[config.mk]
export PLATFORM = sky130hd
export DESIGN_NAME = fft_page_writeback_flat
export DESIGN_NICKNAME = d
export VERILOG_FILES = /design/src/rtl/fft_page_writeback_if.sv /design/src/rtl/fft_page_writeback.sv /design/src/flat_wrapper.sv
export SDC_FILE = /design/constraint.sdc
export NUM_CORES = 1
export LEC_CHECK = 0
export ABC_AREA = 0
export CAP_MARGIN = 20
export CORE_MARGIN = 2
export CORE_UTILIZATION = 35
export CTS_CLUSTER_SIZE = 25
export DETAILED_ROUTE_END_ITERATION = 8
export GPL_TIMING_DRIVEN = 0
export PLACE_DENSITY = 0.52
export RECOVER_POWER = 25
export SLEW_MARGIN = 10
export SYNTH_ARGS = -nofsm -noshare
export SYNTH_HDL_FRONTEND = slang
export SYNTH_SLANG_ARGS = --single-unit
[constraint.sdc]
create_clock -name clock -period 7.6 [get_ports clock]
set_input_delay 1.52 -clock clock [delete_from_list [all_inputs] [get_ports clock]]
set_output_delay 1.52 -clock clock [all_outputs]
set_load 0.03 [all_outputs]
[src/rtl/fft_page_writeback_if.sv]
// Beat input and memory write port of fft_page_writeback.
// slave is the block's view; master is the surrounding logic's view.
interface fft_page_writeback_if #(
  parameter int unsigned ADDR_W = 6
);
  logic              i_valid;
  logic              o_ready;
  logic [127:0]      i_write_val1;
  logic [127:0]      i_write_val2;
  logic              o_mem_we;
  logic [ADDR_W-1:0] o_mem_addr;
  logic [127:0]      o_mem_wdata;
  logic              i_mem_stall;
  logic              o_frame_done;
  logic              o_busy;

  modport slave (
    input  i_valid, i_write_val1, i_write_val2, i_mem_stall,
    output o_ready, o_mem_we, o_mem_addr, o_mem_wdata, o_frame_done, o_busy
  );

  modport master (
    output i_valid, i_write_val1, i_write_val2, i_mem_stall,
    input  o_ready, o_mem_we, o_mem_addr, o_mem_wdata, o_frame_done, o_busy
  );
endinterface

[src/rtl/fft_page_writeback.sv]
// Buffers FFT page result beats and serialises each as a top then bottom 128-bit memory write.
// Define PAGE_WB_BITREV_EN to write beats in bit-reversed (natural DIF output) order.
module fft_page_writeback #(
  parameter int unsigned DEPTH  = 4,
  parameter int unsigned ADDR_W = 6
) (
  input logic                clock,
  input logic                reset_n,
  fft_page_writeback_if.slave bus
);
  localparam int unsigned PTR_W = $clog2(DEPTH);
  localparam int unsigned CNT_W = $clog2(DEPTH + 1);
  localparam int unsigned IDX_W = ADDR_W - 1;

  typedef enum logic [1:0] {StIdle, StWrTop, StWrBot} state_e;

  logic [127:0]     top_mem [DEPTH];
  logic [127:0]     bot_mem [DEPTH];
  logic [IDX_W-1:0] idx_mem [DEPTH];
  logic [DEPTH-1:0] last_mem;

  state_e            state_q;
  logic [PTR_W-1:0]  wr_ptr_q, rd_ptr_q;
  logic [CNT_W-1:0]  count_q, count_d;
  logic [IDX_W-1:0]  k_q, in_idx;
  logic              ready_q, we_q, frame_done_q;
  logic [ADDR_W-1:0] addr_q;
  logic [127:0]      wdata_q;

  logic             accept, pop, nxt_from_mem, nxt_avail;
  logic [PTR_W-1:0] nxt_ptr;
  logic [IDX_W-1:0] nxt_idx;
  logic [127:0]     nxt_top;

  assign accept  = bus.i_valid && ready_q;
  assign pop     = (state_q == StWrBot) && !bus.i_mem_stall;
  assign count_d = count_q + CNT_W'(accept) - CNT_W'(pop);

`ifdef PAGE_WB_BITREV_EN
  always_comb begin
    in_idx = '0;
    for (int i = 0; i < int'(IDX_W); i++) begin
      in_idx[i] = k_q[IDX_W-1-i];
    end
  end
`else
  assign in_idx = k_q;
`endif

  // Entry that becomes the head once the current write finishes; an empty FIFO
  // bypasses the incoming beat so its top write starts on the very next cycle.
  always_comb begin
    if (state_q == StWrBot) begin
      nxt_from_mem = count_q > CNT_W'(1);
      nxt_ptr      = rd_ptr_q + PTR_W'(1);
    end else begin
      nxt_from_mem = count_q != '0;
      nxt_ptr      = rd_ptr_q;
    end
    nxt_avail = nxt_from_mem || accept;
    nxt_idx   = nxt_from_mem ? idx_mem[nxt_ptr] : in_idx;
    nxt_top   = nxt_from_mem ? top_mem[nxt_ptr] : bus.i_write_val1;
  end

  always_ff @(posedge clock) begin
    if (accept) begin
      top_mem[wr_ptr_q]  <= bus.i_write_val1;
      bot_mem[wr_ptr_q]  <= bus.i_write_val2;
      idx_mem[wr_ptr_q]  <= in_idx;
      last_mem[wr_ptr_q] <= &k_q;
    end
  end

  always_ff @(posedge clock or negedge reset_n) begin
    if (!reset_n) begin
      state_q      <= StIdle;
      wr_ptr_q     <= '0;
      rd_ptr_q     <= '0;
      count_q      <= '0;
      k_q          <= '0;
      ready_q      <= 1'b0;
      we_q         <= 1'b0;
      addr_q       <= '0;
      wdata_q      <= '0;
      frame_done_q <= 1'b0;
    end else begin
      ready_q      <= count_d != CNT_W'(DEPTH);
      count_q      <= count_d;
      frame_done_q <= 1'b0;
      if (accept) begin
        wr_ptr_q <= wr_ptr_q + PTR_W'(1);
        k_q      <= k_q + IDX_W'(1);
      end
      unique case (state_q)
        StIdle: begin
          if (nxt_avail) begin
            state_q <= StWrTop;
            we_q    <= 1'b1;
            addr_q  <= {1'b0, nxt_idx};
            wdata_q <= nxt_top;
          end
        end
        StWrTop: begin
          if (!bus.i_mem_stall) begin
            state_q <= StWrBot;
            addr_q  <= {1'b1, idx_mem[rd_ptr_q]};
            wdata_q <= bot_mem[rd_ptr_q];
          end
        end
        StWrBot: begin
          if (!bus.i_mem_stall) begin
            rd_ptr_q     <= rd_ptr_q + PTR_W'(1);
            frame_done_q <= last_mem[rd_ptr_q];
            if (nxt_avail) begin
              state_q <= StWrTop;
              addr_q  <= {1'b0, nxt_idx};
              wdata_q <= nxt_top;
            end else begin
              state_q <= StIdle;
              we_q    <= 1'b0;
              addr_q  <= '0;
              wdata_q <= '0;
            end
          end
        end
        default: state_q <= StIdle;
      endcase
    end
  end

  assign bus.o_ready      = ready_q;
  assign bus.o_mem_we     = we_q;
  assign bus.o_mem_addr   = addr_q;
  assign bus.o_mem_wdata  = wdata_q;
  assign bus.o_frame_done = frame_done_q;
  assign bus.o_busy       = count_q != '0;
endmodule

[src/flat_wrapper.sv]
// flat-port wrapper written by rule: the top's interface ports become plain ports
module fft_page_writeback_flat 
#(
  parameter int unsigned DEPTH  = 4,
  parameter int unsigned ADDR_W = 6
)
  (clock, reset_n, bus_i_valid, bus_i_write_val1, bus_i_write_val2, bus_i_mem_stall, bus_o_ready, bus_o_mem_we, bus_o_mem_addr, bus_o_mem_wdata, bus_o_frame_done, bus_o_busy);
  fft_page_writeback_if #(.ADDR_W(ADDR_W)) bus_i ();
  input logic clock;
  input logic reset_n;
  input wire logic [$bits(bus_i.i_valid)-1:0] bus_i_valid;
  input wire logic [$bits(bus_i.i_write_val1)-1:0] bus_i_write_val1;
  input wire logic [$bits(bus_i.i_write_val2)-1:0] bus_i_write_val2;
  input wire logic [$bits(bus_i.i_mem_stall)-1:0] bus_i_mem_stall;
  output wire logic [$bits(bus_i.o_ready)-1:0] bus_o_ready;
  output wire logic [$bits(bus_i.o_mem_we)-1:0] bus_o_mem_we;
  output wire logic [$bits(bus_i.o_mem_addr)-1:0] bus_o_mem_addr;
  output wire logic [$bits(bus_i.o_mem_wdata)-1:0] bus_o_mem_wdata;
  output wire logic [$bits(bus_i.o_frame_done)-1:0] bus_o_frame_done;
  output wire logic [$bits(bus_i.o_busy)-1:0] bus_o_busy;
  assign bus_i.i_valid = bus_i_valid;
  assign bus_i.i_write_val1 = bus_i_write_val1;
  assign bus_i.i_write_val2 = bus_i_write_val2;
  assign bus_i.i_mem_stall = bus_i_mem_stall;
  assign bus_o_ready = bus_i.o_ready;
  assign bus_o_mem_we = bus_i.o_mem_we;
  assign bus_o_mem_addr = bus_i.o_mem_addr;
  assign bus_o_mem_wdata = bus_i.o_mem_wdata;
  assign bus_o_frame_done = bus_i.o_frame_done;
  assign bus_o_busy = bus_i.o_busy;
  fft_page_writeback #(.DEPTH(DEPTH), .ADDR_W(ADDR_W)) u_core (.clock(clock), .reset_n(reset_n), .bus(bus_i));
endmodule
Word-level counts from Yosys, hierarchy flattened
Memory sizes are Yosys's and may differ from the RTL's.
Index checks and enable logic that the tools add are counted.
{"block": "word_totals", "register_bits": 155, "mem_bits_rw": 1044, "input_bits": 260, "out_inout_bits": 138, "elab_cells": 77, "mem_count": 3}
{"memory": "u_core.bot_mem", "depth": 4, "width": 128, "read_ports": 1, "rd_clocked_by_memory_dff": 0, "write_ports": 1, "line_no": "fft_page_writeback.sv:18", "rtl": "logic [127:0] bot_mem [DEPTH];"}
{"memory": "u_core.top_mem", "depth": 4, "width": 128, "read_ports": 1, "rd_clocked_by_memory_dff": 0, "write_ports": 1, "line_no": "fft_page_writeback.sv:17", "rtl": "logic [127:0] top_mem [DEPTH];"}
{"memory": "u_core.idx_mem", "depth": 4, "width": 5, "read_ports": 2, "rd_clocked_by_memory_dff": 0, "write_ports": 1, "line_no": "fft_page_writeback.sv:19", "rtl": "logic [IDX_W-1:0] idx_mem [DEPTH];"}
{"block": "classes", "n_addsub": 5, "n_lt_le_gt_ge": 4, "eq_ne": 7, "mux": 32, "bitwise": 1, "reduce_logical": 14}
{"op": "128-bit 2-to-1 mux", "count": 5}
{"op": "128-bit case mux with 3 select lines", "count": 1}
{"op": "6-bit 2-to-1 mux", "count": 3}
{"op": "6-bit case mux with 3 select lines", "count": 1}
{"op": "1-bit 2-to-1 mux", "count": 11}
{"op": "5-bit 2-to-1 mux", "count": 2}
{"op": "2-bit 2-to-1 mux", "count": 4}
{"op": "4-bit AND reduction", "count": 2}
{"op": "2-bit by 3-bit < comparator with 1-bit output (second input constant)", "count": 2}
{"op": "2-bit != test (second input constant)", "count": 3}
{"op": "2-bit case mux with 3 select lines", "count": 1}
{"op": "3-bit nonzero test", "count": 2}
{"op": "5-bit by 1-bit adder with 5-bit output (second input constant)", "count": 1}
{"op": "5-bit AND reduction", "count": 1}
{"op": "2-bit by 1-bit adder with 2-bit output (second input constant)", "count": 2}
{"op": "4-bit bitwise mux", "count": 1}
{"op": "3-bit by 1-bit adder with 3-bit output", "count": 1}
{"op": "3-bit by 1-bit greater-than comparator with 1-bit output (second input constant)", "count": 1}
{"op": "1-bit logical AND", "count": 3}
{"op": "3-bit != test (second input constant)", "count": 1}
{"op": "3-bit AND reduction", "count": 1}
{"op": "3-bit by 1-bit subtractor with 3-bit output", "count": 1}
{"op": "1-bit binary-select mux with 2-bit select", "count": 1}
{"op": "1-bit demux with 2-bit select", "count": 1}
{"op": "11 further kinds", "count": 11}

Longest topological paths before layout
An unclocked memory read counts as a cell.
{"block": "logic_depth", "depth_word": 7, "depth_mapped": 10, "mapped_depth_nobuf": 10}

Worst setup path after synthesis
OpenSTA, ideal clock, no wires.
{"block": "synth_timing", "path_type": "input -> register", "start": "in bus_i_valid", "end": "mem u_core.bot_mem[0][0], enable pin", "setup_time_ns": 0.658, "arrival_ns": 7.536, "required_ns": 6.942, "slack_ns": -0.594, "path_stages": 1, "n_path_buf": 0, "cell_sequence": "and3_1"}
{"block": "synth_between", "elab_chain_len": 3}
{"element": "start: declaration", "line_no": "flat_wrapper.sv:11", "rtl": "input wire logic [$bits(bus_i.i_valid)-1:0] bus_i_valid;"}
{"element": "1-bit logical AND", "line_no": "fft_page_writeback.sv:35", "rtl": "assign accept = bus.i_valid && ready_q;"}
{"element": "1-bit 2-to-1 mux", "line_no": "fft_page_writeback.sv:66", "rtl": "if (accept) begin"}
{"element": "1-bit 2-to-1 mux (implied by the code)", "line_no": "fft_page_writeback.sv:68", "rtl": "bot_mem[wr_ptr_q] <= bus.i_write_val2;"}
{"element": "end: declaration", "line_no": "fft_page_writeback.sv:18"}
Every way passes these cells.

Final worst setup path
{"block": "layout_timing", "start": "reg u_core.state_q[0]", "end": "reg u_core.wdata_q[112] (netlist: u_core.bus.o_mem_wdata[112])"}
{"block": "layout_between", "elab_chain_len": 7, "elab_cells_between_ends": 17, "classes_between": "5 x eq/ne; 7 x mux; 4 x reduce/logical; 1 x memory"}
{"element": "start: declaration", "line_no": "fft_page_writeback.sv:22", "rtl": "state_e state_q;"}
{"element": "start signal: assignment", "line_no": "fft_page_writeback.sv:76", "rtl": "state_q <= StIdle;"}
{"element": "start signal: assignment", "line_no": "fft_page_writeback.sv:97", "rtl": "state_q <= StWrTop;"}
{"element": "start signal: assignment", "line_no": "fft_page_writeback.sv:105", "rtl": "state_q <= StWrBot;"}
{"element": "2-bit equality test", "line_no": "fft_page_writeback.sv:53, fft_page_writeback.sv:94"}
{"element": "2-bit 2-to-1 mux", "line_no": "fft_page_writeback.sv:53", "rtl": "if (state_q == StWrBot) begin"}
{"element": "memory 4 x 128 bit"}
{"element": "128-bit 2-to-1 mux", "line_no": "fft_page_writeback.sv:62", "rtl": "nxt_top = nxt_from_mem ? top_mem[nxt_ptr] : bus.i_write_val1;"}
{"element": "128-bit 2-to-1 mux", "line_no": "fft_page_writeback.sv:114", "rtl": "if (nxt_avail) begin"}
{"element": "128-bit 2-to-1 mux", "line_no": "fft_page_writeback.sv:111", "rtl": "if (!bus.i_mem_stall) begin"}
{"element": "128-bit case mux with 3 select lines", "line_no": "fft_page_writeback.sv:94", "rtl": "unique case (state_q)"}
{"element": "end signal: assignment", "line_no": "fft_page_writeback.sv:100", "rtl": "wdata_q <= nxt_top;"}
{"element": "end signal: assignment", "line_no": "fft_page_writeback.sv:107", "rtl": "wdata_q <= bot_mem[rd_ptr_q];"}
{"element": "end signal: assignment", "line_no": "fft_page_writeback.sv:117", "rtl": "wdata_q <= nxt_top;"}
{"element": "end: declaration", "line_no": "fft_page_writeback.sv:28", "rtl": "logic [127:0] wdata_q;"}
Several ways; a longest one is shown, not always the timed one. The select of a mux whose other input is x is not followed.
A chain may end at the register's enable or synchronous reset.

==> metrics.md <==
| Metric | Value |
|---|---|
| F_max | 233.7 MHz |
| Die height | 389.8 um |
| Initial core utilization | 0.3524 |
| Worst-path clk slew | 60 ps |
| Post-Synth Simple-Gate Area | 0.003867 |
| Mapped Avg Cell Area | 15.18 um2 |
| Postcts setup bufs | 0 |
| Largest family of logic cells by synthesized area | multiplexers |
| Leakage | 22.12 nW |
| Rel. slew slack | 0.1614 |
| CP Capture Type | flip-flop |
| Num rows | 141 |
| Compound-Gate Fraction of Synth Area | 0.1362 |
| Core Box Area | 0.1478 mm2 |
| Final Wtd Congestion | 0.7980 |
| Cell count after synthesis | 3,431 |
| DP HPWL | 113,400 um |
| Via count | 34,000 |
| Antenna violations before repair | 58 |
| EDFF count, synth | 1,048 |
| Post-synth top flop | edfxtp_1 |
| Fin. max-slew vios | 0 |
| Vias per cell | 5.604 |
| Max Cap Viol | 0 |
| Port Buffers | 397 |
| Status | finished clean |
| First-pass GRT wire length | 243,300 um |
| Sequential-to-total area share from yosys stat | 0.6766 |
| CP startpoint kind | flip-flop |
| Yosys top cell area share | 0.6041 |
| PD cells | 447.7 mW/mm2 |
| Drt drc | 0 |
| DP Worst Slack | 2616 ps |
| CTS tree | done |
| Final core area utilization | 0.4327 |
| Layout Cells excl Fill | 6,067 |
| Mux cell area share after synthesis | 0.1546 |
| Post-CTS Resized | 0 |
| Largest area contributor in the synthesized netlist | edfxtp_1 |
| Routed WL | 172,100 um |
| Final setup fails | 0 |
| Share of cells above drive strength 1 | 0.09430 |
| Crit path kind | flip-flop to flip-flop |
| Total grt overflow | 0 |
| Setup repair after global routing missed its margin | no |
| Clock sinks | 1,199 |
| Largest net degree at the start of global routing | 78 |
| Distinct cell type count after synthesis | 40 |
| Clock Path Buffers | 3 |
| Vias in the first global route | 34,150 |
| Worst-Margin Slew | 1258 ps |
| Adder-cell share of the synthesized area | 0.003987 |
| Antenna-violating nets left | 0 |
| Clock latency on the worst-skew pair | 780 ps |
| DR pass1 iterations | 5 |
| Clk_skew | 25.21 ps |
| Top cells by area, synth | edfxtp_1, mux2i_1, dfrtp_1 |
| Final worst-path cycle share | 0.5630 |
| Avg WL per Cell | 28.37 um |
| Synth Warn # | 0 |
| Final #Nets | 4,284 |
| Final hold vios | 0 |
| Mapped Area | 0.05209 mm2 |
| Post-synth ARST share | 0.1259 |
| Worst Path Arrival | 4910 ps |
| Final setup margin | 3321 ps |
| Post-synthesis xor/xnor area fraction | 0.001177 |
| Worst vdd ir | 0.0002315 V |
| Die extent in x | 389.8 um |
| Total CTS buffers | 138 |
| Root buffer cell | clkbuf_16 |
| H-Tree Depth | 4 |
| GRT Total Usage | 0.2217 |
| Syn Nets | 3,707 |
| Cell Count Post-Placement | 5,797 |
| Critical path required time | 8230 ps |
| Die Area | 0.1519 mm2 |
| Synth Register Bits | 1,199 |
| IO Pins | 398 |
| Worst hold path type | flip-flop to flip-flop |
| Drt first-iter violations | 2,569 |
| Min Tclk post-route | 4279 ps |
| Max FO, Critical Path | 10 |
| Layout area overhead | 22.79% |
| Setup TNS | 0 ps |
| Post-cts hold buffer count | 0 |
-- registers in the layout, indices dropped and copies added (netlist names), 2 cells and up --
name,cells
u_core.bot_mem,512
u_core.top_mem,512
u_core.bus.o_mem_wdata,128
u_core.idx_mem,20
u_core.bus.o_mem_addr,6
u_core.in_idx,5
u_core.last_mem,4
u_core.count_q,3
u_core.rd_ptr_q,2
u_core.state_q,2
u_core.wr_ptr_q,2
-- metal layers --
layer / part of all wire / up-vias / GRT usage
met5: 0.0016 / - / 0
met4: 0.027 / 46 / 0.06774
met3: 0.071 / 309 / 0.05330
met2: 0.47 / 1137 / 0.3592
met1: 0.43 / 17420 / 0.2942
li1: - / 15090 / -
-- power breakdown --
group	switching [W]	internal, W	leakage (nW)
registers	0.000758	0.00884	11.4
logic	0.00794	0.00447	8.55
clock network	0.00275	0.00388	2.20
total	0.0114	0.0172	22.1
-- final cells by class --
cell class,count,area (um2)
fillers,13390,83870
flip-flops and latches,1199,35250
clock buffers,193,3885
well taps,1930,2415
inverters,13,48.80
clock inverters,64,648.1
diodes,12,30.03
repair buffers,437,4857
plain buffers,281,1184
multi-input cells,1938,15650
-- critical path, stage by stage (launching register included) --
cell      delay (ps)
dfrtp_1          430
inv_1            120
ha_1             270
buf_2            240
and3b_1          170
clkbuf_1         640
clkbuf_1         990
clkbuf_1         540
o21ai_0          170
a311oi_1         470
a211oi_2          80
-- per-stage QoR --
stage	hold WS (ps)	instance area [um2]	power [W]
after global placement	553.7	58490	0.02214
final	566.9	63970	0.02864
after CTS	568.4	63930	0.02891
after floorplan	518.6	52100	0.01721
after detailed placement	551.0	59390	0.02223
after global routing	604.0	63950	0.02997
-- synth_stat cells (3+ instances only) --
cell         n
edfxtp_1  1048
mux2i_1    800
o21ai_0    270
a21oi_1    267
clkbuf_1   210
dfrtp_1    151
a22oi_1    133
a311oi_1   133
o22ai_1    133
a211oi_2    70
a211oi_1    64
buf_2       50
ha_1        15
buf_1       13
inv_1       12
buf_6        8
nand2_1      8
and3_1       6
nor2b_1      6
xnor2_1      5
mux2_2       4
nand3b_1     3
nor2_1       3
-- kinds of logic (layout without fill, tap and decap cells) --
| logic type | count (synthesis) | in the layout |
|---|---|---|
| compound gates | 1077 | 1077 |
| xor+xnor | 7 | 7 |
| fa+ha+maj | 16 | 16 |
| buf+inv | 294 | 988 |
| flops | 1199 | 1199 |
| mux | 804 | 804 |
| other cells | 0 | 12 |
| simple gates | 34 | 34 |
-- path summary, 6_finish.rpt --
path	to	start	cells after the start	slack, ps
min in group asynchronous	u_core.bus.o_mem_wdata[70]	reset_n	1	730
hold / removal	u_core.bus.o_mem_wdata[118]	u_core.bus.o_mem_wdata[118]	2	570
max in group asynchronous	u_core.bus.o_mem_wdata[5]	reset_n	2	5850
setup reg to reg	u_core.bus.o_mem_wdata[112]	u_core.state_q[0]	10	3320
setup / recovery	u_core.bus.o_mem_wdata[112]	u_core.state_q[0]	10	3320
hold reg to reg	u_core.bus.o_mem_wdata[118]	u_core.bus.o_mem_wdata[118]	2	570
-- placed cells by master (no fill, tap or decap), types with 6 or more instances in the layout --
cell type,n
diode_2,12
clkinv_1,18
nand2_1,8
clkbuf_16,142
clkbuf_8,14
clkdlybuf4s50_1,259
a211oi_2,70
clkinv_2,15
clkinvlp_4,6
inv_1,12
buf_2,50
o21ai_0,270
a311oi_1,133
buf_1,13
edfxtp_1,1048
dlygate4sd3_1,137
bufinv_16,8
buf_16,20
a22oi_1,133
clkbuf_1,242
o22ai_1,133
ha_1,15
dfrtp_1,151
buf_12,10
mux2i_1,800
a21oi_1,267
inv_6,8
a211oi_1,64
nor2b_1,6
buf_6,14
No activity file was read; power rests on OpenSTA's default activity.
